--- config.mk ---
export PLATFORM = sky130hd
export DESIGN_NAME = aes_key_schedule
export DESIGN_NICKNAME = d
export VERILOG_FILES = /design/src/rtl/aes_key_schedule.sv
export SDC_FILE = /design/constraint.sdc
export NUM_CORES = 2
export LEC_CHECK = 0
export ABC_CLOCK_PERIOD_IN_PS = 75200
export BUFFER_PORTS_ARGS = -buffer_cell sky130_fd_sc_hd__buf_2
export CORE_MARGIN = 4
export CORE_UTILIZATION = 65
export CTS_BUF_LIST = sky130_fd_sc_hd__clkbuf_8
export DETAILED_ROUTE_END_ITERATION = 7
export HOLD_SLACK_MARGIN = 0.02
export PLACE_DENSITY = 0.84
export REMOVE_ABC_BUFFERS = 1
export SLEW_MARGIN = 10
export SYNTH_ARGS = -nofsm -noshare
export SYNTH_HDL_FRONTEND = slang
export SYNTH_SLANG_ARGS = --single-unit
--- constraint.sdc ---
create_clock -name clk -period 75.2 [get_ports clk]
set_clock_uncertainty 0.15 [all_clocks]
set_input_delay 11.28 -clock clk [delete_from_list [all_inputs] [get_ports clk]]
set_output_delay 11.28 -clock clk [all_outputs]
set_load 0.01 [all_outputs]
--- src/rtl/aes_key_schedule.sv ---
// Iterative AES-128 key expander: one round key per clock after a key handshake,
// all round keys held in a register file with a combinational read port.
module aes_key_schedule #(
    parameter int unsigned NR   = 10,
    parameter int unsigned KEYW = 128
) (
    input  logic            clk,
    input  logic            rst,
    input  logic [KEYW-1:0] key_in,
    input  logic            key_valid,
    output logic            key_ready,
    output logic            keys_valid,
    input  logic [3:0]      rk_idx,
    output logic [KEYW-1:0] rk_out,
    output logic            gen_valid,
    output logic [3:0]      gen_idx,
    output logic [KEYW-1:0] gen_key
);

    typedef enum logic [1:0] {
        IDLE,
        EXPAND,
        DONE
    } state_t;

    localparam logic [3:0] LAST_ROUND = 4'(NR);

    // AES S-box, entry 0 in the most significant byte.
    localparam logic [2047:0] SBOX_TABLE = {
        128'h637c777bf26b6fc53001672bfed7ab76,
        128'hca82c97dfa5947f0add4a2af9ca472c0,
        128'hb7fd9326363ff7cc34a5e5f171d83115,
        128'h04c723c31896059a071280e2eb27b275,
        128'h09832c1a1b6e5aa0523bd6b329e32f84,
        128'h53d100ed20fcb15b6acbbe394a4c58cf,
        128'hd0efaafb434d338545f9027f503c9fa8,
        128'h51a3408f929d38f5bcb6da2110fff3d2,
        128'hcd0c13ec5f974417c4a77e3d645d1973,
        128'h60814fdc222a908846eeb814de5e0bdb,
        128'he0323a0a4906245cc2d3ac629195e479,
        128'he7c8376d8dd54ea96c56f4ea657aae08,
        128'hba78252e1ca6b4c6e8dd741f4bbd8b8a,
        128'h703eb5664803f60e613557b986c11d9e,
        128'he1f8981169d98e949b1e87e9ce5528df,
        128'h8ca1890dbfe6426841992d0fb054bb16
    };

    state_t           state;
    state_t           state_next;
    logic [3:0]       round;
    logic [7:0]       rcon;
    logic [KEYW-1:0]  rk [0:NR];
    logic [KEYW-1:0]  next_key;
    logic             accept;

    function automatic logic [7:0] sbox(input logic [7:0] x);
        return SBOX_TABLE[{~x, 3'b000} +: 8];
    endfunction

    function automatic logic [7:0] xtime(input logic [7:0] b);
        return {b[6:0], 1'b0} ^ (b[7] ? 8'h1b : 8'h00);
    endfunction

    function automatic logic [KEYW-1:0] expand_step(input logic [KEYW-1:0] p,
                                                    input logic [7:0]      rc);
        logic [31:0] rot;
        logic [31:0] t;
        logic [31:0] n0, n1, n2, n3;
        rot = {p[103:96], p[127:104]};
        t   = {sbox(rot[31:24]), sbox(rot[23:16]), sbox(rot[15:8]), sbox(rot[7:0])}
              ^ {24'h0, rc};
        n0  = p[31:0]   ^ t;
        n1  = p[63:32]  ^ n0;
        n2  = p[95:64]  ^ n1;
        n3  = p[127:96] ^ n2;
        return {n3, n2, n1, n0};
    endfunction

    assign key_ready = (state != EXPAND);
    assign accept    = key_valid && key_ready;

    // gen_key always holds the most recently written round key, so it doubles
    // as the previous-round operand and avoids a read mux on the register file.
    assign next_key = expand_step(gen_key, rcon);

    always_ff @(posedge clk or posedge rst) begin
        if (rst) begin
            state <= IDLE;
        end else begin
            state <= state_next;
        end
    end

    always_comb begin
        state_next = state;
        case (state)
            IDLE, DONE: begin
                if (key_valid) begin
                    state_next = EXPAND;
                end
            end
            EXPAND: begin
                if (round == LAST_ROUND) begin
                    state_next = DONE;
                end
            end
            default: state_next = IDLE;
        endcase
    end

    always_ff @(posedge clk or posedge rst) begin
        if (rst) begin
            round      <= '0;
            rcon       <= 8'h01;
            keys_valid <= 1'b0;
            gen_valid  <= 1'b0;
            gen_idx    <= '0;
            gen_key    <= '0;
            for (int unsigned i = 0; i <= NR; i++) begin
                rk[i] <= '0;
            end
        end else begin
            gen_valid <= 1'b0;
            if (accept) begin
                rk[0]      <= key_in;
                round      <= 4'd1;
                rcon       <= 8'h01;
                keys_valid <= 1'b0;
                gen_valid  <= 1'b1;
                gen_idx    <= '0;
                gen_key    <= key_in;
            end else if (state == EXPAND) begin
                for (int unsigned i = 1; i <= NR; i++) begin
                    if (round == i[3:0]) begin
                        rk[i] <= next_key;
                    end
                end
                rcon      <= xtime(rcon);
                round     <= round + 4'd1;
                gen_valid <= 1'b1;
                gen_idx   <= round;
                gen_key   <= next_key;
                if (round == LAST_ROUND) begin
                    keys_valid <= 1'b1;
                end
            end
        end
    end

    always_comb begin
        rk_out = '0;
        for (int unsigned i = 0; i <= NR; i++) begin
            if (rk_idx == i[3:0]) begin
                rk_out = rk[i];
            end
        end
    end

endmodule

# --- Word level (Yosys, flattened, before mapping) ---
# Index checks and enable logic that the tools add are counted.
totals:
  regBits: 1556
  input_bits: 135
  wordCells: 105
classes:
  add_sub_neg: 1
  eq_ne: 25
  shift: 4
  mux: 28
  bitwise: 11
  n_reduce_logical: 18
op_table:
  columns: ["cell", "count"]
  rows:
  - ["indexed part select 2048 x 12 -> 8 bit (first input constant)", 4]
  - ["two-way mux 128 bit", 13]
  - ["bitwise XOR 32 bit", 4]
  - ["== test 4 x 3 -> 1 bit (second input constant)", 8]
  - ["NOT 8 bit", 4]
  - ["bitwise XOR 32 x 8 -> 32 bit", 1]
  - ["AND reduction 3 bit", 10]
  - ["== test 4 bit (second input constant)", 6]
  - ["== test 4 x 2 -> 1 bit (second input constant)", 4]
  - ["two-way mux 4 bit", 4]
  - ["two-way mux 8 bit", 2]
  - ["== test 4 x 1 -> 1 bit (second input constant)", 2]
  - ["bitwise XOR 8 x 5 -> 8 bit", 1]
  - ["two-way mux 1 bit", 5]
  - ["two-way mux 5 bit", 1]
  - ["adder 4 x 1 -> 4 bit (second input constant)", 1]
  - ["logical NOT 4 bit", 1]
  - ["two-way mux 2 bit", 2]
  - ["!= test 2 bit (second input constant)", 2]
  - ["one-hot mux 2 bit (2 select lines)", 1]
  - ["AND reduction 2 bit", 2]
  - ["nonzero test 2 bit", 2]
  - ["== test 2 x 1 -> 1 bit (second input constant)", 1]
  - ["== test 2 bit (second input constant)", 1]
  - ["5 further kinds", 5]

# --- Longest topological paths before layout ---
depth:
  word_depth: 12
  ltp_mapped: 16
  depth_no_buf: 11

# --- Worst setup path after synthesis ---
# No wires, ideal clock.
synth_path:
  path_type: "input to output"
  from: "input port rk_idx[0]"
  to: "output port rk_out[101]"
  arrival_time_ns: 13.595
  required_time_ns: 63.770
  slack_ns: 50.175
  path_stages: 11
  path_cell_list: "clkbuf_1 clkbuf_1 clkbuf_1 nand2_1 nor2_1 clkbuf_1 clkbuf_1 a22oi_1 nand4_1 o21ai_0 nand3_1"
synth_via:
  elab_chain_cells: 12
synth_lines:
  columns: ["element", "line", "text"]
  rows:
  - ["start: declaration", "13", "input logic [3:0] rk_idx,"]
  - ["logical NOT 4 bit", "153", "if (rk_idx == i[3:0]) begin"]
  - ["two-way mux 128 bit (10 in a row)", "153", null]
  - ["two-way mux 128 bit *", "153", null]
  - ["end: declaration", "14", "output logic [KEYW-1:0] rk_out,"]
# Every way passes the cells marked *; elsewhere a longest branch is shown, timed or not.

# --- Worst setup path in the final report ---
layout_path:
  from: "input port rk_idx[0]"
  to: "output port rk_out[40]"
# Same word-level chain as after synthesis.

==> results <==
- The number of global-route vias before repair is slightly above 80k.
- The area of the core is between 100000 and 150000 sq um.
- In this run the number of H-tree levels came out at 4.
- STA puts the critical path data required time at 63.77 ns.
- The aggregate routed wire length is ~340000 microns.
- After synthesis, the cell types taking the most area are sky130_fd_sc_hd__dfrtp_1 (46%), sky130_fd_sc_hd__o21ai_0 (9.7%), sky130_fd_sc_hd__nand2_1 (9.2%).
- Once the floorplan was initialized, standard cells occupied about 66% of the core.
- In this run, post-CTS repair resized a total of 0 instances.
- Routability-driven placement finished with a final weighted congestion of ~1.0.
- The number of optimization iterations in the first detailed-route pass is 8.
- The die footprint is between 100000 and 150000 sq um.
- Clock latency on the worst-skew pair, taken at its later pin, is around 1.1 ns.
- The HPWL after detailed placement is around 210000 microns.
- The setup-violating endpoint count in the final report is 0.
- The instance count after placement with tap cells included is approximately 11k.
- For this block, the initial DRC count from the detailed router was approximately 14k.
- During I/O placement, the number of pins put on the boundary was ~400.
- The maximum number of pins on one net before global-route repair is roughly 170.
- The run finished, with violations left.
- The area growth from synthesis to layout is 8.229%.
- The number of enable flip-flop cells after synthesis is 0.
- The final clock period utilization by the worst path is a little over a third.
- Setup repair after global routing left no endpoint under its margin.
- The total clock buffers created by CTS is roughly 240.
- The number of vias after detailed routing is 84.22k.
- The final reports fail on design-rule violations.
- In this run, synthesis produced a sequential element count of ~1.6k.
- The floorplan step set the die height to ~370 microns.
- The CTS tree is done.
- The worst path arrival time is between 15 and 20 ns.
- The number of post-CTS setup repair buffers is 0.
- In the synthesized netlist, the cells that appear most often are sky130_fd_sc_hd__nand2_1 (2095), sky130_fd_sc_hd__o21ai_0 (1642), sky130_fd_sc_hd__dfrtp_1 (1555).
- The detailed-route vias per instance is ~7.
- Summed over its instances, the top area cell type makes up 45.70% of the synthesized netlist area.
- For flop-to-flop paths, the worst setup slack is between 60 and 70 ns.
- The total overflow reported by the global router is 0.
- The worst path needs ~27 ns of the cycle, external delays included.
- The number of clock sinks is 1556.
- The number of remaining DRC errors is 32.
- From left edge to right edge, the die measures ~370 microns.
- The library cell with the highest instance count after synthesis is sky130_fd_sc_hd__nand2_1.
- The largest total area in the synthesized netlist belongs to sky130_fd_sc_hd__dfrtp_1.
- The origin of the worst setup path is rk_idx[0].
- The count of buffers added on input and output ports is 397.
- The clock passes through at most 3 buffers.
- The first global-routing pass estimated around 500000 microns of wire.
- In this run the worst path has a maximum fanout of just over 50.
- In this run the worst hold path is classified as reg2reg.
- Following the worst setup path forward leads to its endpoint at rk_out[40].
- Counting flops with an async set or reset pin after synthesis yields a share of 100.0%.
- The number of antenna violations at the first check in global routing is 18.
- Along the worst hold path, the cell count comes to 2.
- Global routing consumed, over all layers together, approximately 48% of the routing resources.
- The finished layout holds 11.79k standard cells, fillers aside.
- Cells with a size suffix above 1 make up a little under an eighth of the layout.
- The mapped netlist covers between 80000 and 90000 sq um.
- The startpoint identified for the worst register-to-register timing path is gen_key[107]$_DFFE_PP0P_.
- The leading register cell type out of synthesis is sky130_fd_sc_hd__dfrtp_1.
- The worst hold margin is roughly 0.33 ns.
- The post-route antenna net violation count is 0.
- The netlist uses 119 different library cells.
- The number of pins exceeding their max-slew limit in the final report came to 0.
- The clock slew at the register clock pins of the worst setup and hold paths is approximately 0.060 ns.
- The average detailed-routed wire length per instance is 28.73 microns.
- The Yosys step of the flow raised 0 warnings.
- The mean instance size in the synthesized netlist is 8.502 sq um.
- The final core utilization is 70.99%.
- The number of standard cells after synthesis is between 10k and 15k.
- The final hold violation count is 0.
- The type of element launching the critical path is an input pin.
- The number of placement rows is about 130.
- The sequential element share of the synthesized area is ~46%.
- The actual transition at the worst max-transition pin is between 1 and 1.5 ns.
- Max-cap violations in this run came to 0.
- The root cell of the clock tree is sky130_fd_sc_hd__clkbuf_8.
- The headroom to the max-slew limit is 10.73%.
- After clock tree synthesis, the flow added hold-fix buffers numbering 0.
- The filler cells instantiated in the layout total around 9.6k.
- The worst register-to-register path ends at gen_key[33]$_DFFE_PP0P_.
- The worst setup path is captured at an output pin.
- The net count of the finished layout is 10.04k.
- Counting cells, the worst reg-to-reg path comes to 11.
- The setup TNS is 0 ns.
- The maximum clock frequency is 36.48 MHz.
- The setup path with the least slack is of type in2out.
cell families after synthesis:
family                   count (synthesis)  share of synthesized area [%]
AO/OA/AOI/OAI                         3427                          24.80
XOR/XNOR                               192                          2.742
adder cells (fa/ha/maj)                 65                         0.9522
buffers and inverters                 1045                          5.011
flip-flops                            1556                          45.73
multiplexers                           224                          3.027
AND/OR/NAND/NOR                       3507                          17.74
flip-flops by register name, indices dropped and copies added (netlist names):
register,count
rk,1408
gen_key,128
rcon,8
gen_idx,4
round,4
state,2
gen_valid,1
keys_valid,1
stage by stage:
stage,area [sq um],setup WS [ns]
after floorplan,81130,19.87
after global placement,86910,48.16
after detailed placement,86910,48.13
after CTS,92090,48.12
after global routing,92120,47.95
final,92160,47.79
per-layer routing:
| metal | global-route usage [%] | vias to the layer above | part of all wire, % |
|---|---|---|---|
| li1 | - | 35192 | - |
| met1 | 62.32 | 40186 | 35 |
| met2 | 68.81 | 7187 | 42 |
| met3 | 17.37 | 1632 | 15 |
| met4 | 30.87 | 18 | 7.5 |
| met5 | 0 | - | 0.036 |
placed cells by master (no fill, tap or decap), drive strengths merged, types with 113 or more instances in the layout:
cell	n
a211oi	139
nor3	118
a22oi	136
buf	564
nand2	2095
a21oi	579
xnor2	117
nand2b	113
nor2b	115
o21ai	1681
clkbuf	304
dfrtp	1555
nand3	143
inv	130
mux2i	150
nor2	588
worst min path at each step:
stage                               startpoint              endpoint  slack, ns
final                     rk[1312]$_DFFE_PP0P_  rk[1312]$_DFFE_PP0P_       0.33
after global routing       rk[197]$_DFFE_PP0P_   rk[197]$_DFFE_PP0P_       0.35
after CTS                 rk[1306]$_DFFE_PP0P_  rk[1306]$_DFFE_PP0P_       0.33
after detailed placement  rk[1312]$_DFFE_PP0P_  rk[1312]$_DFFE_PP0P_       0.31
after global placement     rk[896]$_DFFE_PP0P_   rk[896]$_DFFE_PP0P_       0.31
after floorplan           rk[1353]$_DFFE_PP0P_  rk[1353]$_DFFE_PP0P_       0.29
worst max-delay path: stages:
cell and delay (ns):
sky130_fd_sc_hd__clkbuf_8 0.31, sky130_fd_sc_hd__nand2b_1 0.40, sky130_fd_sc_hd__nor2_4 0.51, sky130_fd_sc_hd__buf_4 0.62, sky130_fd_sc_hd__buf_4 0.82, sky130_fd_sc_hd__a222oi_1 0.21, sky130_fd_sc_hd__a21oi_1 0.21, sky130_fd_sc_hd__a21oi_1 0.06
sky130_fd_sc_hd__a21oi_1 0.20, sky130_fd_sc_hd__a211oi_1 0.06, sky130_fd_sc_hd__o21ai_0 0.84, sky130_fd_sc_hd__buf_2 0.28
cell type report:
type,count,area [sq um],area share (%)
clock inverter,120,1008,1.094
antenna,20,50.05,0.05431
sequential,1556,38970,42.29
multi-input combinational,7415,42200,45.79
timing repair buffer,565,3328,3.611
clock buffer,303,4170,4.525
inverter,64,252.7,0.2742
tap,1742,2180,2.365
Power is not shown: default switching activity piles up to over one toggle a cycle in this logic, so the estimate is an artifact.
